File: config.mk
export PLATFORM = sky130hd
export DESIGN_NAME = fetching_stage
export DESIGN_NICKNAME = d
export VERILOG_FILES = /design/src/rtl/fetching_stage.sv
export SDC_FILE = /design/constraint.sdc
export NUM_CORES = 1
export LEC_CHECK = 0
export CAP_MARGIN = 25
export CORE_ASPECT_RATIO = 1.25
export CORE_MARGIN = 2
export CORE_UTILIZATION = 43
export DETAILED_ROUTE_END_ITERATION = 8
export GPL_TIMING_DRIVEN = 1
export PLACE_DENSITY = 0.73
export SYNTH_ARGS = -nofsm -noshare
export SYNTH_HDL_FRONTEND = slang
export SYNTH_SLANG_ARGS = --single-unit
File: constraint.sdc
create_clock -name clk -period 1.5 [get_ports clk]
set_input_delay 0.15 -clock clk [delete_from_list [all_inputs] [get_ports clk]]
set_output_delay 0.15 -clock clk [all_outputs]
set_load 0.05 [all_outputs]
File: src/rtl/fetching_stage.sv
// Instruction-fetch stage: program counter, boot-vector load from word 0,
// jump redirection with a one-bubble flush, stall hold and HLT detection.
module fetching_stage #(
    parameter logic [15:0] NOP_WORD   = 16'h0000,
    parameter logic [4:0]  HLT_OPCODE = 5'b00001
) (
    input  logic        clk,
    input  logic        reset,
    output logic [15:0] imem_addr,
    input  logic [15:0] imem_data,
    input  logic        stall,
    input  logic        jump_occured,
    input  logic [15:0] jump_target,
    output logic [15:0] instruction,
    output logic [15:0] pc_buf,
    output logic        halted
);

    localparam int unsigned ADDR_W = 16;
    localparam int unsigned WORD_W = 16;
    localparam int unsigned OPC_W  = 5;

    typedef enum logic [1:0] {
        S_BOOT = 2'd0,
        S_RUN  = 2'd1,
        S_HALT = 2'd2
    } state_t;

    state_t              state_q, state_d;
    logic [ADDR_W-1:0]   pc_q, pc_d;
    logic [WORD_W-1:0]   instr_q, instr_d;
    logic [ADDR_W-1:0]   pc_buf_q, pc_buf_d;
    logic                halted_q, halted_d;
    logic                fetched_hlt_c;
    logic [ADDR_W-1:0]   pc_inc_c;

    assign fetched_hlt_c = (imem_data[WORD_W-1 -: OPC_W] == HLT_OPCODE);
    assign pc_inc_c      = pc_q + ADDR_W'(1);

    // Next-state and next-register computation; everything holds unless a case updates it.
    always_comb begin
        state_d  = state_q;
        pc_d     = pc_q;
        instr_d  = instr_q;
        pc_buf_d = pc_buf_q;

        case (state_q)
            S_BOOT: begin
                // Word 0 holds the start address; stall and jump are ignored here.
                pc_d    = imem_data;
                instr_d = NOP_WORD;
                state_d = S_RUN;
            end
            S_RUN: begin
                if (jump_occured) begin
                    pc_d     = jump_target;
                    instr_d  = NOP_WORD;
                    pc_buf_d = '0;
                end else if (!stall) begin
                    instr_d  = imem_data;
                    pc_buf_d = pc_q;
                    if (fetched_hlt_c) begin
                        state_d = S_HALT;
                    end else begin
                        pc_d = pc_inc_c;
                    end
                end
            end
            S_HALT: begin
                // A jump here means the HLT was fetched down a mispredicted path.
                if (jump_occured) begin
                    pc_d     = jump_target;
                    instr_d  = NOP_WORD;
                    pc_buf_d = '0;
                    state_d  = S_RUN;
                end else if (!stall) begin
                    instr_d = NOP_WORD;
                end
            end
            default: begin
                state_d = S_BOOT;
                pc_d    = '0;
                instr_d = NOP_WORD;
            end
        endcase

        halted_d = (state_d == S_HALT);
    end

    // State and pipeline registers with synchronous active-low reset.
    always_ff @(posedge clk) begin
        if (!reset) begin
            state_q  <= S_BOOT;
            pc_q     <= '0;
            instr_q  <= NOP_WORD;
            pc_buf_q <= '0;
            halted_q <= 1'b0;
        end else begin
            state_q  <= state_d;
            pc_q     <= pc_d;
            instr_q  <= instr_d;
            pc_buf_q <= pc_buf_d;
            halted_q <= halted_d;
        end
    end

    assign imem_addr   = pc_q;
    assign instruction = instr_q;
    assign pc_buf      = pc_buf_q;
    assign halted      = halted_q;

endmodule

## After elaboration in Yosys (flattened, before gate mapping)

Index checks and enable logic that the tools add are counted.

| cells by class | value |
|---|---|
| add/sub/neg operators | 1 |
| eq/ne operators | 8 |
| muxes and demuxes | 19 |
| reduce and logical (&&, ||, !) cells | 5 |

Operators with widths:

| kind | number |
|---|---|
| 2-to-1 mux 16 bit | 11 |
| one-hot mux 16 bit (2 select lines) | 2 |
| one-hot mux 16 bit (3 select lines) | 1 |
| adder 16 x 1 -> 16 bit, second input constant | 1 |
| inequality test 3 bit, second input constant | 3 |
| 2-to-1 mux 2 bit | 4 |
| one-hot mux 2 bit (3 select lines) | 1 |
| AND reduction 3 bit | 2 |
| equality test 5 x 1 -> 1 bit, second input constant | 1 |
| equality test 2 bit, second input constant | 2 |
| equality test 2 x 1 -> 1 bit, second input constant | 1 |
| zero test 2 bit | 1 |
| inequality test 2 bit, second input constant | 1 |
| AND reduction 2 bit | 1 |
| nonzero test 2 bit | 1 |

| storage, ports and cells | value |
|---|---|
| register bits | 51 |
| input bits | 36 |
| output and inout port bits | 49 |
| word-level logic and storage cells | 38 |

## Logic depth before layout (Yosys ltp)

| logic depth | value |
|---|---|
| depth after elaboration | 6 |
| depth in mapped cells | 7 |
| mapped depth without buffers | 6 |

## Worst setup path after synthesis

Ideal clock, no wire load.

| timing | value |
|---|---|
| path kind | register to register |
| start point | register pc_q[0] (netlist: imem_addr[0]) |
| end point | register pc_q[14] (netlist: imem_addr[14]) |
| library setup time | 121 ps |
| data arrival time | 1796 ps |
| required time | 1379 ps |
| path slack | -417 ps |
| stages on the path, launching flop included | 7 |
| buffers on the path | 0 |
| clock period less this slack | 1917 ps |
| path through | dfxtp_1 -> ha_1 -> nand3_1 -> nor2_1 -> nand4_1 -> a41oi_1 -> o22ai_2 |

| between the ends | value |
|---|---|
| longest elaborated chain between the ends | 5 |

Ends and longest elaborated chain:

| what | line | source |
|---|---|---|
| start: declaration | 30 | `logic [ADDR_W-1:0] pc_q, pc_d;` |
| start signal: assignment | 100 | `pc_q <= pc_d;` |
| adder 16 x 1 -> 16 bit | 38 | `assign pc_inc_c = pc_q + ADDR_W'(1);` |
| 2-to-1 mux 16 bit | 62 | `if (fetched_hlt_c) begin` |
| 2-to-1 mux 16 bit | 59 | `end else if (!stall) begin` |
| 2-to-1 mux 16 bit | 55 | `if (jump_occured) begin` |
| one-hot mux 16 bit (3 select lines) | 47 | `case (state_q)` |

No other way between the ends. The select of a mux whose other input is x is not followed.
A chain may end at the register's enable or synchronous reset.

## Worst setup path after layout

| timing | value |
|---|---|
| start point | register state_q[1] |
| end point | register pc_q[12] (netlist: imem_addr[12]) |

| between the ends | value |
|---|---|
| longest elaborated chain between the ends | 3 |
| elaborated cells on any way between the ends | 8 |
| classes of those cells | eq/ne: 5; mux: 1; reduce/logical: 2 |

Ends and longest elaborated chain:

| what | line | source |
|---|---|---|
| start: declaration | 29 | `state_t state_q, state_d;` |
| start signal: assignment | 99 | `state_q <= state_d;` |
| equality test 2 x 1 -> 1 bit or equality test 2 bit (tied branches) | 47 |  |
| inequality test 3 bit (no line) or inequality test 2 bit (tied branches) | n/a |  |
| AND reduction 3 bit (no line) | n/a |  |

Parallel ways exist; a longest one is shown, timed or not.

==> results.txt <==
Die W: 76.9 um
Yosys warns: 0
Max Buffers Root-to-Sink: 2
Post-Syn Nets: 404
Crit Reg-Reg Endpoint: imem_addr[12]
Failing checks: negative setup slack
Core area: 6480 sq um
Hold_buf cts: 0
Synth Register Bits: 51
Post-synth EDFFs: 0
Maxcap violations: 0
CP max FO: 6
Initial core utilization: 0.440
Insertion delay to the later sink of the worst-skew pair: 310 ps
Cells after Synth: 367
WL/cell: 15.6 um
Worst slack, placed: -693 ps
Initial antenna violation count: 0
CTS tree: yes
Antenna Cells: 0
Final non-filler cell total: 584
Fillers: 526
IO Pins: 85
Unrepaired setup endpoints after global routing: yes
Clock transition at path regs: 90 ps
Setup ws final: -14.8 ps
Hold Path Stages: 4
Reg-to-reg startpoint: state_q[1]
DP HPWL: 6.60 mm
Hold EP: instruction[12]
Crit path time final: 1510 ps
Total wire length: 9.10 mm
Worst Reg-to-Reg Cells: 6
Cell Area, Synth: 2850 sq um
Worst VDD drop: 0.512 mV
Power, Total: 3.24 mW
Largest net degree at the start of global routing: 40
Most frequent cells in the layout: buf_4 (94), nand2_1 (39), dfxtp_1 (36)
DR vias/cell: 5.51
Min-delay worst type: in -> reg
Total power divided by cell area: 719 nW/um^2
Synth cell types: 59
Leakage power: 1.81 nW
WP data required: 1700 ps
Post-route ant nets: 0
# H-tree levels: 2
Total GRT Usage: 0.244
Primary FF master, synth: dfxtp_1
Slew margin rel.: 0.764
Status: finished with violations
FF-to-FF setup slack: -10 ps
Remaining Overflow, GRT: 0
Gpl congestion: 0.870
Tcrit/Tclk final: 1.01
Commonest non-fill, non-tap cell in the layout: buf_4
FMAX: 0.660 GHz
Port bufs: 84
Die area: 7310 sq um
Vias in the first global route: 3059
CTS Buf Count: 5
Die H: 95.1 um
Placed cell count: 566
DR iter-0 viols: 214
HP Start: imem_data[12]
Share of layout cells above drive strength 1: 0.354
Setup-failing EPs final: 2
Max Slew Vio Count: 0
CTS sink cnt: 51
Sequential share of the synthesized area: 0.358
Worst-margin pin slew: 354 ps
Pre-antenna DRT Iters: 4
Post-Syn Area per Cell: 7.77 sq um
Startpoint types: flop
Fin nets: 533
First-pass GRT wire length: 14.3 mm
DRC Markers: 0
Final Skew: 7.02 ps
Layout Area Growth over Synthesis: 57.7%
Vias: 3215
Kind of critical path: reg -> reg
Critical Path AT: 1710 ps
Placement Rows: 33
Ys async rst share: 0
Fin. Hold Viols: 0
Root Buffer: clkbuf_8
Crit end category: flop
-- cells by family after synthesis --
family                   Yosys count  share of synthesized area
AND/OR/NAND/NOR                  155                      0.280
AO/OA/AOI/OAI                    118                      0.270
flip-flops                        51                      0.358
buffers and inverters             32                     0.0535
multiplexers                       6                     0.0215
XOR/XNOR                           4                     0.0123
adder cells (fa/ha/maj)            1                    0.00439
-- layout make-up --
class | count | area, sq um | area share
multi-input combinational | 284 | 1890 | 0.420
sequential | 51 | 1060 | 0.236
timing repair buffer | 145 | 1330 | 0.295
tap | 87 | 109 | 0.0242
inverter | 9 | 33.8 | 0.00751
clock inverter | 2 | 7.51 | 0.00167
clock buffer | 6 | 72.6 | 0.0161
-- stage by stage --
stage / hold WS, ps / utilization / TNS, ps / cell area [sq um]
after floorplan: 301 / - / -51.0 / 2910
after global placement: 437 / 0.629 / -14500 / 4080
after detailed placement: 444 / 0.629 / -17220 / 4080
after CTS: 429 / 0.661 / -0.511 / 4280
after global routing: 420 / 0.694 / -1290 / 4500
final: 362 / 0.694 / -14.9 / 4500
-- critical path, stage by stage (launching register included) --
cell,delay [ps]
dfxtp_4,390
and2b_2,250
a311oi_4,280
nor2_4,90
buf_6,150
a31oi_1,150
o22ai_1,100
-- how the worst max path moves through the flow --
stage	slack [ps]	end	cells past startpoint	start
floorplan	-30	imem_addr[14]	5	imem_addr[9]
global placement	-590	imem_addr[2]	5	imem_data[11]
detailed placement	-690	imem_addr[2]	5	imem_data[11]
CTS	-0.5	imem_addr[14]	6	state_q[1]
global route	-80	imem_addr[0]	6	state_q[0]
finish	-10	imem_addr[12]	6	state_q[1]
-- metal layers --
layer,vias to the layer above,wire length (um),share of wire,track usage
met5,-,0,0,0
met4,0,129,0.014,0.0909
met3,12,429,0.047,0.0294
met2,110,4860,0.53,0.456
met1,1522,3680,0.40,0.286
li1,1571,-,-,-
-- cells in the mapped netlist (8+ instances only) --
cell type   n  area (sq um)
buf_2      11          55.1
a21boi_1   15           113
o21ai_1    12          60.1
o21ai_0    16          80.1
a31oi_1     9          56.3
nor2b_1    26           163
nand3_1    28           140
a21boi_0    8          60.1
nor2_1     20          75.1
inv_1       8          30.0
and3_1     13          81.3
dfxtp_1    51          1020
clkbuf_1    8          30.0
nand2_1    41           154
a21oi_1    31           155
-- sequential cells by signal (all words and copies together) (netlist names) --
signal,count
halted,1
imem_addr,16
instruction,16
pc_buf,16
state_q,2
-- power by group --
part	switching [mW]	internal (mW)	total, mW	leakage [nW]
clock	0.448	0.319	0.767	0.0403
sequential	0.0722	1.41	1.48	0.424
combinational	0.541	0.442	0.983	1.35
-- timing repair --
item,in CTS,in global routing
pin swaps,5,13
endpoints found under the hold margin,0,0
buffers inserted,4,6
endpoints found under the setup margin,48,45
gates cloned,0,1
gates resized for setup,28,40
Power figures use the tool's default switching activity.
==> patch 1, RTL diff (config.mk and constraints unchanged) <==
`pc_q` and `pc_buf_q` no longer have a reset.
--- a/src/rtl/fetching_stage.sv
+++ b/src/rtl/fetching_stage.sv
@@ -91,17 +91,18 @@
     always_ff @(posedge clk) begin
         if (!reset) begin
             state_q  <= S_BOOT;
-            pc_q     <= '0;
             instr_q  <= NOP_WORD;
-            pc_buf_q <= '0;
             halted_q <= 1'b0;
         end else begin
             state_q  <= state_d;
-            pc_q     <= pc_d;
             instr_q  <= instr_d;
-            pc_buf_q <= pc_buf_d;
             halted_q <= halted_d;
         end
+    end
+
+    always_ff @(posedge clk) begin
+        pc_q     <= pc_d;
+        pc_buf_q <= pc_buf_d;
     end
 
     assign imem_addr   = pc_q;
Behaviour: not the same (a bounded check fails within 4 cycles, from zero or initial values and one cycle with reset low).
==> patch 1 against the unedited design <==
Global-route usage fell by 4.1 points. Non-clock buffer count fell by 13. Core utilization rose by 0.32 points. Routed wire length fell by 25%. Design area fell by 10%. Synthesized area fell by 10%. Sequential cell count did not move. Worst setup slack got worse by 200 ps. Via count fell by 27%. The flow still finishes with violations (setup timing). Total power rose by 17%.
==> patch 1: results (changes against the unedited design) <==
outcome:
  status: "finished with violations"
  violations: "setup timing"
layout:
  drive_above_1_share_pct: 34.8  # -0.62 points
  nNetsFinal: 401  # -25%
  fillers: 414  # -21%
setup_path:
  critPathTopFamily: "simple AND/OR/NAND/NOR gates"
  cpMaxStageDelayCell: "edfxtp_1"
  arrival_ps: 1790  # +80 ps
sta:
  worst_pin_slew_ps: 496  # +142 ps
  fin_ws_ps: -219  # -204 ps
  setup_viol: 14  # +12
  clock_skew_ps: 7.11  # +0.0894 ps
drt:
  num_vias: 2339  # -27%
  drtIter0Drc: 144  # -33%
  drt-pass1-iter-count: 5  # +1
  dr_wl_met3_microns: 315  # -27%
  m1WireLength_mm: 2.75  # -25%
grt:
  grt_max_degree: 20  # -50%
  met3_usage_pct: 2.57  # -0.37 points
  use_met1_pct: 25.2  # -3.4 points
  met2_usage_pct: 35.5  # -10 points
  gr-usage-all-layers_pct: 20.3  # -4.1 points
synth:
  synth_area_leaders: "edfxtp_1 (38%), dfxtp_1 (15%), a22oi_1 (7.3%)"
  yosysSeqAreaShare_pct: 52.4  # +17 points
  synth_cell_type_count: 42  # -29%
  netlist_top_cells_count: "edfxtp_1 (32), a22oi_1 (25), dfxtp_1 (19), nor2b_1 (19), and3_1 (18)"
  syn_area_per_cell_sq_um: 10.7  # +38%
placement:
  hpwl_mm: 5.24  # -21%
  dpl_cell_area_sq_mm: 0.00380  # -6.8%
  placed_cells: 418  # -26%
pwr:
  p_leak_nw: 1.68  # -7.3%
[patch 1: how the worst min path moves through the flow]
stage,startpoint,endpoint,cells past startpoint
6_report,instruction[9]$_SDFFE_PN0P_,instruction[9]$_SDFFE_PN0P_,2
5_1_grt,imem_data[6],instruction[6]$_SDFFE_PN0P_,3
4_1_cts,instruction[9]$_SDFFE_PN0P_,instruction[9]$_SDFFE_PN0P_,2
3_5_place_dp,instruction[9]$_SDFFE_PN0P_,instruction[9]$_SDFFE_PN0P_,2
3_3_place_gp,instruction[5]$_SDFFE_PN0P_,instruction[5]$_SDFFE_PN0P_,2
2_1_floorplan,reset,instruction[7]$_SDFFE_PN0P_,1
[patch 1: kinds of logic (layout without fill, tap and decap cells)]
logic type	Yosys count	after routing	synth area share, %
multiplexers	6	6	2.35
adder cells (fa/ha/maj)	1	1	0.489
AO/OA/AOI/OAI	56	56	15.7
buffers and inverters	17	143	3.32
flip-flops	51	51	52.4
XOR/XNOR	14	14	4.79
AND/OR/NAND/NOR	94	94	21.0
[patch 1: cell type report]
cell class | count | area (sq um) | area share, %
inverters | 3 | 11.3 | 0.280
clock inverters | 3 | 38.8 | 0.963
clock buffers | 5 | 68.8 | 1.71
multi-input cells | 171 | 1230 | 30.6
flip-flops and latches | 51 | 1340 | 33.3
well taps | 66 | 82.6 | 2.05
repair buffers | 132 | 1250 | 31.1
[patch 1: timing repair]
| action | 4_1_cts | 5_1_grt |
|---|---|---|
| endpoints found under the setup margin | 30 | 14 |
| endpoints found under the hold margin | 0 | 0 |
| buffers inserted | 3 | 2 |
| gates resized for setup | 8 | 11 |
| pin swaps | 3 | 6 |
[patch 1: power breakdown]
part	internal, mW	switching, mW
clock network	0.489	0.453
registers	1.60	0.0553
logic	0.551	0.651
==> patch 2, RTL diff (config.mk and constraints unchanged) <==
Without the edit above. Reset style: asynchronous (`reset`), changed in one clocked block. Comments in the files are not updated.
--- a/src/rtl/fetching_stage.sv
+++ b/src/rtl/fetching_stage.sv
@@ -88,7 +88,7 @@
     end
 
     // State and pipeline registers with synchronous active-low reset.
-    always_ff @(posedge clk) begin
+    always_ff @(posedge clk or negedge reset) begin
         if (!reset) begin
             state_q  <= S_BOOT;
             pc_q     <= '0;
Check against the original RTL: differs if reset is asserted again (counterexample within 4 cycles, from zero or initial values and one cycle with reset low); with reset held inactive, the same outputs for 10 cycles.
==> patch 2 against the unedited design <==
The run still ends with setup timing left. Synthesized area down 3.6%. Critical path depth is the same. Via count shrank 0.31%. Worst setup slack lost 200 ps. Routed wire length grew 21%. Design area grew 4.5%. Clock skew down 2.3 ps. Total power rose by 39%. Sequential cell count did not move. Clock power up 50%. Critical endpoint is now imem_addr[9]$_DFFE_PN0P_. Largest cell class is now buffers.
==> patch 2: results (changes against the unedited design) <==
outcome:
  status: "finished with violations"
  violations: "setup timing"
sta:
  fin_ws_ps: -212  # -197 ps
  clock_skew_ps: 4.67  # -2.35 ps
  setup_viol: 51  # +49
pwr:
  peakVddDrop_v: 0.000486  # -5.0%
  p_switching_mw: 1.59  # +50%
drt:
  drt_wl_total_mm: 11.0  # +21%
  drtIter0Drc: 208  # -2.8%
  m1WireLength_mm: 4.02  # +9.4%
  dr_wl_met3_microns: 839  # +96%
clocking:
  hold_buffers: 1  # +1
  cts.repair.resized: 46  # +64%
synth:
  ys.flop_type: "dfrtp_1"
  yosysSeqAreaShare_pct: 46.4  # +11 points
  synth_cell_type_count: 55  # -6.8%
  synthMuxAreaShare_pct: 1.46  # -0.69 points
  synth-async-reset-ratio_pct: 100  # +100 points
  postSynthCellCount: 292  # -20%
  synth_nets: 329  # -19%
  synth_area_leaders: "dfrtp_1 (46%), a22o_1 (8.3%), nand2_1 (6.0%)"
  netlist_top_cells_count: "dfrtp_1 (51), nand2_1 (44), a22o_1 (26)"
setup_path:
  cpMaxStageDelayCell: "dfrtp_1"
  r2r_start: "state_q[1]$_DFF_PN0_"
  worst-path-max-fanout: 4  # -2
  max_stage_delay_ps: 440  # +50 ps
  arrival_ps: 1920  # +210 ps
grt:
  use_met1_pct: 37.9  # +9.3 points
  grt_max_degree: 52  # +30%
  grt_pass1_wl_mm: 16.1  # +12%
  gr-usage-all-layers_pct: 30.8  # +6.4 points
  met3_usage_pct: 5.71  # +2.8 points
  grt_pass1_vias: 3192  # +4.3%
  met2_usage_pct: 48.3  # +2.6 points
placement:
  dpl_cell_area_sq_mm: 0.00413  # +1.2%
  gp_congestion: 0.932  # +7.2%
  hpwl_mm: 6.87  # +4.2%
  placed_cells: 505  # -11%
min_path:
  hold_class: "in2async"
layout:
  drive_above_1_share_pct: 42.2  # +6.8 points
## patch 2: power groups by stage
| stage | Clock (mW) | Sequential [mW] | Combinational (mW) |
|---|---|---|---|
| 3_5_place_dp | 0 | 1.63 | 1.58 |
| 3_3_place_gp | 0 | 1.63 | 1.56 |
| 2_1_floorplan | 0 | 2.12 | 0.325 |
| 5_1_grt | 1.22 | 1.63 | 1.83 |
| 4_1_cts | 1.16 | 1.61 | 1.66 |
| 6_report | 1.15 | 1.62 | 1.74 |
## patch 2: worst min-delay path, delay by kind of cell
| kind | cells | cell delay [ps] |
|---|---|---|
| buffers and inverters | 3 | 900 |
## patch 2: cell type report
class                      count  area [sq um]
sequential                    51          1290
clock inverter                 3          67.6
clock buffer                   5          68.8
timing repair buffer         164          1600
multi-input combinational    218          1550
inverter                       4          15.0
fill                         426          1470
tap                           85           106
## patch 2: metrics by stage
stage	hold slack [ps]	setup WS, ps
CTS	361	-74.7
global placement	161	-453
finish	349	-212
detailed placement	161	-492
global route	402	-261
floorplan	-146	-222
